===== config.mk =====
export PLATFORM = sky130hd
export DESIGN_NAME = pipe_stage_reg
export DESIGN_NICKNAME = d
export VERILOG_FILES = /design/src/rtl/pipe_pkg.sv /design/src/rtl/pipe_entry.sv /design/src/rtl/pipe_stage_reg.sv
export SDC_FILE = /design/constraint.sdc
export NUM_CORES = 1
export LEC_CHECK = 0
export ABC_AREA = 1
export BUFFER_PORTS_ARGS = -buffer_cell sky130_fd_sc_hd__buf_2
export CORE_ASPECT_RATIO = 1.2
export CORE_MARGIN = 3
export CORE_UTILIZATION = 30
export DETAILED_ROUTE_END_ITERATION = 10
export MAX_ROUTING_LAYER = met4
export PLACE_DENSITY = 0.63
export SYNTH_ARGS = -nofsm -noshare
export SYNTH_HDL_FRONTEND = slang
export SYNTH_SLANG_ARGS = --single-unit

===== constraint.sdc =====
create_clock -name clk -period 5.75 [get_ports clk]
set_input_delay 1.4375 -clock clk [delete_from_list [all_inputs] [get_ports clk]]
set_output_delay 1.4375 -clock clk [all_outputs]
set_load 0.05 [all_outputs]

===== src/rtl/pipe_pkg.sv =====
// pipe_pkg: shared stage-register types, control-bundle bit positions and per-stage widths
package pipe_pkg;
   typedef enum logic [1:0] {EMPTY, ONE, TWO} stage_state_e;
   localparam int CTRL_REGWRITE  = 9;
   localparam int CTRL_MEMTOREG  = 8;
   localparam int CTRL_MEMWRITE  = 7;
   localparam int CTRL_MEMREAD   = 6;
   localparam int CTRL_ALUSRC    = 5;
   localparam int CTRL_REGDST    = 4;
   localparam int CTRL_ALUOP_MSB = 3;
   localparam int CTRL_ALUOP_LSB = 0;
   localparam int DEF_CTRL_W     = CTRL_REGWRITE + 1;
   localparam int DEF_DATA_W     = 106;
   localparam int IFID_DATA_W    = 64;
   localparam int IDEX_DATA_W    = 111;
   localparam int EXMEM_DATA_W   = 69;
   localparam int MEMWB_DATA_W   = 69;
endpackage


===== src/rtl/pipe_entry.sv =====
// pipe_entry: one stage storage slot; flush beats load, load beats unload
module pipe_entry import pipe_pkg::*; #(
   parameter int DATA_W     = DEF_DATA_W,
   parameter int CTRL_W     = DEF_CTRL_W,
   parameter bit CLEAR_DATA = 1'b0
) (
   input  logic              clk,
   input  logic              clr,
   input  logic              flush_i,
   input  logic              load_i,
   input  logic              unload_i,
   input  logic [DATA_W-1:0] data_i,
   input  logic [CTRL_W-1:0] ctrl_i,
   output logic              valid_o,
   output logic [DATA_W-1:0] data_o,
   output logic [CTRL_W-1:0] ctrl_o
);
   logic              valid_q, valid_d, kill;
   logic [DATA_W-1:0] data_q, data_d;
   logic [CTRL_W-1:0] ctrl_q, ctrl_d;

   // an emptied slot always carries a zero control bundle
   always_comb begin
      kill    = flush_i | (unload_i & ~load_i);
      valid_d = kill ? 1'b0 : (load_i | valid_q);
      ctrl_d  = kill ? '0 : load_i ? ctrl_i : ctrl_q;
      data_d  = kill ? (CLEAR_DATA ? '0 : data_q) : load_i ? data_i : data_q;
   end

   always_ff @(posedge clk or posedge clr) begin
      if (clr) begin
         valid_q <= 1'b0;
         data_q  <= '0;
         ctrl_q  <= '0;
      end else begin
         valid_q <= valid_d;
         data_q  <= data_d;
         ctrl_q  <= ctrl_d;
      end
   end

   assign valid_o = valid_q;
   assign data_o  = data_q;
   assign ctrl_o  = ctrl_q;
endmodule


===== src/rtl/pipe_stage_reg.sv =====
// pipe_stage_reg: valid/ready pipeline stage register with flush, optional skid slot
// and a saturating back-pressure counter
module pipe_stage_reg import pipe_pkg::*; #(
   parameter int DATA_W     = DEF_DATA_W,
   parameter int CTRL_W     = DEF_CTRL_W,
   parameter bit SKID       = 1'b0,
   parameter bit CLEAR_DATA = 1'b0,
   parameter int CNT_W      = 16
) (
   input  logic              clk,
   input  logic              clr,
   input  logic              flush,
   input  logic              in_valid,
   output logic              in_ready,
   input  logic [DATA_W-1:0] in_data,
   input  logic [CTRL_W-1:0] in_ctrl,
   output logic              out_valid,
   input  logic              out_ready,
   output logic [DATA_W-1:0] out_data,
   output logic [CTRL_W-1:0] out_ctrl,
   output logic [CNT_W-1:0]  stall_cnt
);
   stage_state_e      state_q, state_d;
   logic              in_fire, main_ld, main_unld, skid_valid;
   logic [DATA_W-1:0] skid_data, main_src_data;
   logic [CTRL_W-1:0] skid_ctrl, main_src_ctrl;
   logic [CNT_W-1:0]  cnt_q, cnt_d;

   // with a skid slot, in_ready depends only on flops (plus flush)
   assign in_ready = ~clr & ~flush & (SKID ? ~skid_valid : (out_ready | ~out_valid));
   assign in_fire  = in_valid & in_ready;

   always_comb begin
      state_d   = state_q;
      main_ld   = 1'b0;
      main_unld = 1'b0;
      if (flush) state_d = EMPTY;
      else case (state_q)
         EMPTY: begin
            main_ld = in_fire;
            state_d = in_fire ? ONE : EMPTY;
         end
         ONE: begin
            main_ld   = in_fire & out_ready;
            main_unld = ~in_fire & out_ready;
            state_d   = (in_fire & ~out_ready) ? TWO : main_unld ? EMPTY : ONE;
         end
         TWO: begin
            main_ld = out_ready;
            state_d = out_ready ? ONE : TWO;
         end
         default: state_d = EMPTY;
      endcase
   end

   always_comb begin
      main_src_data = (state_q == TWO) ? skid_data : in_data;
      main_src_ctrl = (state_q == TWO) ? skid_ctrl : in_ctrl;
      cnt_d         = (out_valid & ~out_ready & ~&cnt_q) ? cnt_q + CNT_W'(1) : cnt_q;
   end

   always_ff @(posedge clk or posedge clr) begin
      if (clr) begin
         state_q <= EMPTY;
         cnt_q   <= '0;
      end else begin
         state_q <= state_d;
         cnt_q   <= cnt_d;
      end
   end

   pipe_entry #(.DATA_W(DATA_W), .CTRL_W(CTRL_W), .CLEAR_DATA(CLEAR_DATA)) u_main (
      .clk(clk), .clr(clr), .flush_i(flush), .load_i(main_ld), .unload_i(main_unld),
      .data_i(main_src_data), .ctrl_i(main_src_ctrl),
      .valid_o(out_valid), .data_o(out_data), .ctrl_o(out_ctrl)
   );

   if (SKID) begin : g_skid
      pipe_entry #(.DATA_W(DATA_W), .CTRL_W(CTRL_W), .CLEAR_DATA(CLEAR_DATA)) u_skid (
         .clk(clk), .clr(clr), .flush_i(flush),
         .load_i((state_q == ONE) & in_fire & ~out_ready),
         .unload_i((state_q == TWO) & out_ready),
         .data_i(in_data), .ctrl_i(in_ctrl),
         .valid_o(skid_valid), .data_o(skid_data), .ctrl_o(skid_ctrl)
      );
   end else begin : g_no_skid
      assign skid_valid = 1'b0;
      assign skid_data  = '0;
      assign skid_ctrl  = '0;
   end

   assign stall_cnt = cnt_q;
endmodule


==> out/results.txt, run 1 <==
Status: finished, final reports clean
Hold violation total from the final report: 0
TritonCTS buffer count: 17
Clock transition at the registers of the reported paths: 60 ps
Unrepaired setup endpoints after global routing: no
Number of detailed-route iterations in the first pass: 4
Slew HR: 0.360
Number of DRC violations after detailed routing: 0
Sequential share of the synthesized area: 0.535
Non-Filler Instances: 1202
Final setup violation count: 0
Leading cell types by total area after synthesis: dfrtp_1 (53%), nand2_1 (17%), o21ai_2 (12%)
Count of boundary I/O pins: 255
Worst reg2reg path endpoint: u_main.data_o[76]
P_leak: 4.57 nW
Height of the chip: 165 um
Biggest fanout along the worst timing path: 4
Post-Syn Nets: 811
Worst Setup Path Type: primary input to output port
Master cell of the clock root buffer: clkbuf_16
Final worst clock skew: 11.5 ps
Endpoint type of the worst setup path: output port
Period utilisation layout: 0.651
GRT overflow: 0
Number of buffers on the longest clock path: 2
Global routing usage on met3: 0.0281
Main synth FF type: dfrtp_1
Initial drt markers: 250
Non-Filler Cell Area, Final: 8280 sq um
MaxCap Viol Count: 0
Remaining antenna violation count: 0
Final slew viol count: 0
Classification of the worst-slack hold path: flop to flop
Synth-to-Final Area Change: 31.1%
Port Buffer Count: 254
Critical path cell sequence: buf_2 > inv_1 > nand2_1 > inv_1 > nor3_1 > buf_2
Clock sinks: 135
CP arrival: 2300 ps
Post-place instance area: 7660 sq um
Launching point of the worst reg2reg path: u_main.valid_o
Setup TNS after final layout: 0 ps
Count of fill cells added during filler insertion: 2075
Clock tree from TritonCTS: yes
Average vias per placed instance: 4.42
Area of the die: 22800 sq um
Critical Path Start Type: primary input
Global-route track usage on met2: 0.236
Setup slack, reg-to-reg: 3000 ps
Share of post-route cells with drive strength above 1: 0.427
Register bit count reported by yosys: 135
Endpoint of the worst hold-timing path: u_main.data_o[35]
Worst vdd ir: 0.000245 V
Average footprint of a synthesized cell: 9.21 sq um
Global-route total usage across every layer: 0.145
Placeable core area: 20500 sq um
Hold-fix buffers at CTS: 0
Antenna violations before repair: 2
Delay of the slowest critical-path stage: 290 ps
Highest achievable clock rate: 0.267 GHz
HP Start: u_main.data_o[35]
Die span in x: 138 um
GPL Wtd Cong: 0.795
Cell row count: 57
Yosys top cell area share: 0.535
Post-synth EDFFs: 0
Data required, critical path: 4310 ps
HPWL Detailed: 11.4 mm
Cell area after synthesis: 6310 sq um
Via count: 5314
Final Routed Wirelength: 16.6 mm
Pwr Total: 3.66 mW
Post-synth top area cell: dfrtp_1
Footprint of the flip-flops and latches: 3380 sq um
Async set-reset flop share out of synthesis: 1.00
Area taken by multi-input logic gates: 2550 sq um
Count of cell types in the netlist: 28
Resized Gates After CTS: 0
Postcts setup bufs: 0
Gate Count Post-Synth: 686
Clock H-tree levels: 4
Hold path cells: 2
Effective utilization at floorplan: 0.309
Clock latency of the later-clocked register in the worst-skew pair: 410 ps
Crit path max-delay cell type: buf_2
Inst Count DP: 1168
Maximum number of pins on one net before global-route repair: 119
Count of synthesis-stage warnings from yosys: 0
Number of nets in the layout: 1047
Vias in the first global route: 5061
Min cycle time layout: 3740 ps
Met1 Use GR: 0.179
Wire per inst: 13.8 um
Actual slew at the worst max-slew pin: 960 ps
Length in cells of the worst reg-to-reg path: 12
Top Usage Layer GRT: met2
Total power density per cell area: 442 nW/um^2
Wire length of the first global-routing pass: 26.3 mm
stage by stage:
| stage | hold WS [ps] | setup slack (ps) | utilization |
|---|---|---|---|
| after floorplan | 579 | 701 | - |
| after CTS | 478 | 2000 | 0.404 |
| after detailed placement | 463 | 1810 | 0.374 |
| after global routing | 492 | 1930 | 0.404 |
| after global placement | 460 | 1890 | 0.374 |
| final | 477 | 2010 | 0.404 |
layout by cell type (no fill, tap or decap), drive strengths merged:
cell      count
a21oi         2
a31oi         1
buf         258
bufinv        3
clkbuf       18
clkinv        4
clkinvlp      3
dfrtp       135
diode         2
ha            4
inv          23
nand2       303
nand3         8
nand3b        2
nand4        24
nor2         24
nor3          1
o21ai       114
xnor2         6
xor2          2
Yosys cell counts, types with 6 or more instances:
cell	n
inv_1	18
nand3_1	8
buf_6	18
dfrtp_1	135
o21ai_2	87
nor2_1	20
o21ai_1	20
nand2_1	288
nand4_1	23
clkbuf_1	14
nand2_2	14
o21ai_0	7
xnor2_1	6
state kept, by name, summed over array words and instances (netlist names):
name	flops
u_main.ctrl_o	10
stall_cnt	16
state_q	2
u_main.data_o	106
u_main.valid_o	1
how the worst max path moves through the flow:
stage | depth (start not counted) | slack [ps] | endpoint | start
2_1_floorplan | 1 | 700 | stall_cnt[0] | clr
3_3_place_gp | 13 | 1890 | u_main.data_o[67] | flush
3_5_place_dp | 14 | 1810 | u_main.data_o[66] | out_ready
4_1_cts | 6 | 2000 | in_ready | out_ready
5_1_grt | 6 | 1930 | in_ready | out_ready
6_report | 6 | 2010 | in_ready | out_ready
power breakdown:
part | switching [mW] | internal [mW]
combinational | 0.971 | 0.298
clock | 0.441 | 0.698
sequential | 0.115 | 1.14
layout make-up:
class,instances,area share
antenna,2,0.000605
clock buffer,18,0.0531
clock inverter,14,0.0207
inverter,19,0.00922
multi-input combinational,491,0.308
sequential,135,0.408
tap,265,0.0401
timing repair buffer,258,0.160
critical path: cells and delay by family:
| family | cells | cell delay [ps] |
|---|---|---|
| AND/OR/NAND/NOR | 2 | 270 |
| buffers and inverters | 4 | 590 |
logic make-up after synthesis:
kind of cell             count (synthesis)  share of synthesized area
AND/OR/NAND/NOR                        362                      0.238
AO/OA/AOI/OAI                          117                      0.145
flip-flops                             135                      0.535
XOR/XNOR                                 8                     0.0111
buffers and inverters                   60                     0.0636
adder cells (fa/ha/maj)                  4                    0.00793
per-layer routing:
metal | up-vias | share of wire | wire [um]
met3 | 16 | 0.050 | 820
met5 | - | 0 | 0
li1 | 2691 | - | -
met1 | 2443 | 0.44 | 7230
met2 | 164 | 0.50 | 8230
met4 | 0 | 0.016 | 270
(Power assumes the default switching activity.)
==> run 2: changes to the inputs <==
Clock period 5.75 ns to 3.5 ns, I/O delays scaled along.
==> out/results.txt, run 2 (synthesis results as in run 1) <==
Status: finished, final reports clean
Number of buffers on the longest clock path: 2 (unchanged)
Number of DRC violations after detailed routing: 0 (unchanged)
HPWL Detailed: 11.9 mm (+4.2%)
Data required, critical path: 2620 ps (-1690 ps)
Largest register FFs: 106 (unchanged)
P_leak: 4.63 nW (+1.3%)
Area of the die: 22800 sq um (unchanged)
Number of detailed-route iterations in the first pass: 4 (unchanged)
Worst Setup Path Type: primary input to output port
Effective utilization at floorplan: 0.309 (unchanged)
Synth-to-Final Area Change: 33.1%
Clock transition at the registers of the reported paths: 60 ps (about the same)
Most frequent cells in the layout: nand2_1 (288), buf_2 (254), dfrtp_1 (135)
Master cell of the clock root buffer: clkbuf_16
Average vias per placed instance: 4.46 (+0.99%)
Cell row count: 57 (unchanged)
Wire length of the first global-routing pass: 27.3 mm (+3.7%)
Period utilisation layout: 0.747
Endpoint type of the worst setup path: output port
Global-route total usage across every layer: 0.152 (+0.00758)
Clock tree from TritonCTS: yes
Final slew viol count: 0 (unchanged)
Unrepaired setup endpoints after global routing: no
Min cycle time layout: 2620 ps
CP arrival: 1740 ps (-560 ps)
Actual slew at the worst max-slew pin: 869 ps (-91.5 ps)
Hold-fix buffers at CTS: 0 (unchanged)
Hold violation total from the final report: 0 (unchanged)
Resized Gates After CTS: 0 (unchanged)
Setup TNS after final layout: 0 ps (unchanged)
Die span in x: 138 um (unchanged)
Via count: 5407 (+1.8%)
Wire per inst: 14.1 um (+2.5%)
TritonCTS buffer count: 17 (unchanged)
Count of boundary I/O pins: 255 (unchanged)
Highest achievable clock rate: 0.382 GHz
Clock latency of the later-clocked register in the worst-skew pair: 410 ps (about the same)
Postcts setup bufs: 0 (unchanged)
Height of the chip: 165 um (unchanged)
GPL Wtd Cong: 0.862 (+8.5%)
Maximum number of pins on one net before global-route repair: 136 (+14%)
Number of nets in the layout: 1053 (+0.57%)
Placeable core area: 20500 sq um (unchanged)
Clock sinks: 135 (unchanged)
MaxCap Viol Count: 0 (unchanged)
Antenna violations before repair: 3 (+1)
Classification of the worst-slack hold path: flop to flop
Worst vdd ir: 0.000381 V (+56%)
Total power density per cell area: 725 nW/um^2 (+64%)
Initial drt markers: 265 (+6.0%)
Critical Path Start Type: primary input
Final setup violation count: 0 (unchanged)
Share of post-route cells with drive strength above 1: 0.430 (+0.00305)
Slew HR: 0.421 (+0.0610)
Commonest non-fill, non-tap cell in the layout: nand2_1
Remaining antenna violation count: 0 (unchanged)
Vias in the first global route: 5252 (+3.8%)
Final Routed Wirelength: 17.1 mm (+3.3%)
Final worst clock skew: 12.7 ps (+1.19 ps)
Utilization after layout: 0.411 (+0.00642)
Clock H-tree levels: 4 (unchanged)
Port Buffer Count: 254 (unchanged)
Biggest fanout along the worst timing path: 4 (unchanged)
GRT overflow: 0 (unchanged)
run 2: power breakdown:
group | switching, mW | leakage, nW | internal (mW)
Combinational | 1.59 | 2.60 | 0.497
Clock | 0.694 | 0.309 | 1.25
Sequential | 0.191 | 1.72 | 1.87
Total | 2.48 | 4.63 | 3.61
run 2: path summary, 6_finish.rpt:
path / slack, ps / endpoint / cells past startpoint / start
max in group asynchronous: 2260 / u_main.data_o[97] / 3 / clr
min reg2reg: 480 / u_main.data_o[32] / 2 / u_main.data_o[32]
max reg2reg: 1180 / u_main.data_o[39] / 12 / u_main.valid_o
min in group asynchronous: 700 / stall_cnt[1] / 3 / clr
max: 880 / in_ready / 6 / out_ready
min: 480 / u_main.data_o[32] / 2 / u_main.data_o[32]
run 2: cell type report:
cell class                      instances  area [sq um]
Multi-Input combinational cell        491          2550
Tap cell                              265           332
Inverter                               19          75.1
Antenna cell                            6          15.0
Clock inverter                         11           171
Sequential cell                       135          3380
Clock buffer                           20           467
Timing Repair Buffer                  264          1420
Fill cell                            2066         12100
run 2: routing by layer:
layer	up-vias	track usage	wire, um
met2	162	0.248	8560
met4	0	0.0633	363
met1	2518	0.181	7200
met5	-	-	0
li1	2706	-	-
met3	21	0.0397	963
run 2: worst max-delay path: stages:
cell and delay [ps]:
buf_2 120, inv_1 70, nand2_1 140, inv_1 110, nor3_1 140, buf_2 290
run 2: stage by stage:
| stage | hold WS [ps] | instances | instance area [sq um] | power, mW | setup slack (ps) |
|---|---|---|---|---|---|
| global placement | 459 | 1174 | 7750 | 4.17 | 596 |
| detailed placement | 464 | 1174 | 7750 | 4.20 | 523 |
| CTS | 479 | 1205 | 8390 | 6.18 | 877 |
| finish | 475 | 1211 | 8410 | 6.09 | 885 |
| floorplan | 579 | 686 | 6320 | 3.66 | 454 |
| global route | 489 | 1208 | 8400 | 6.40 | 716 |
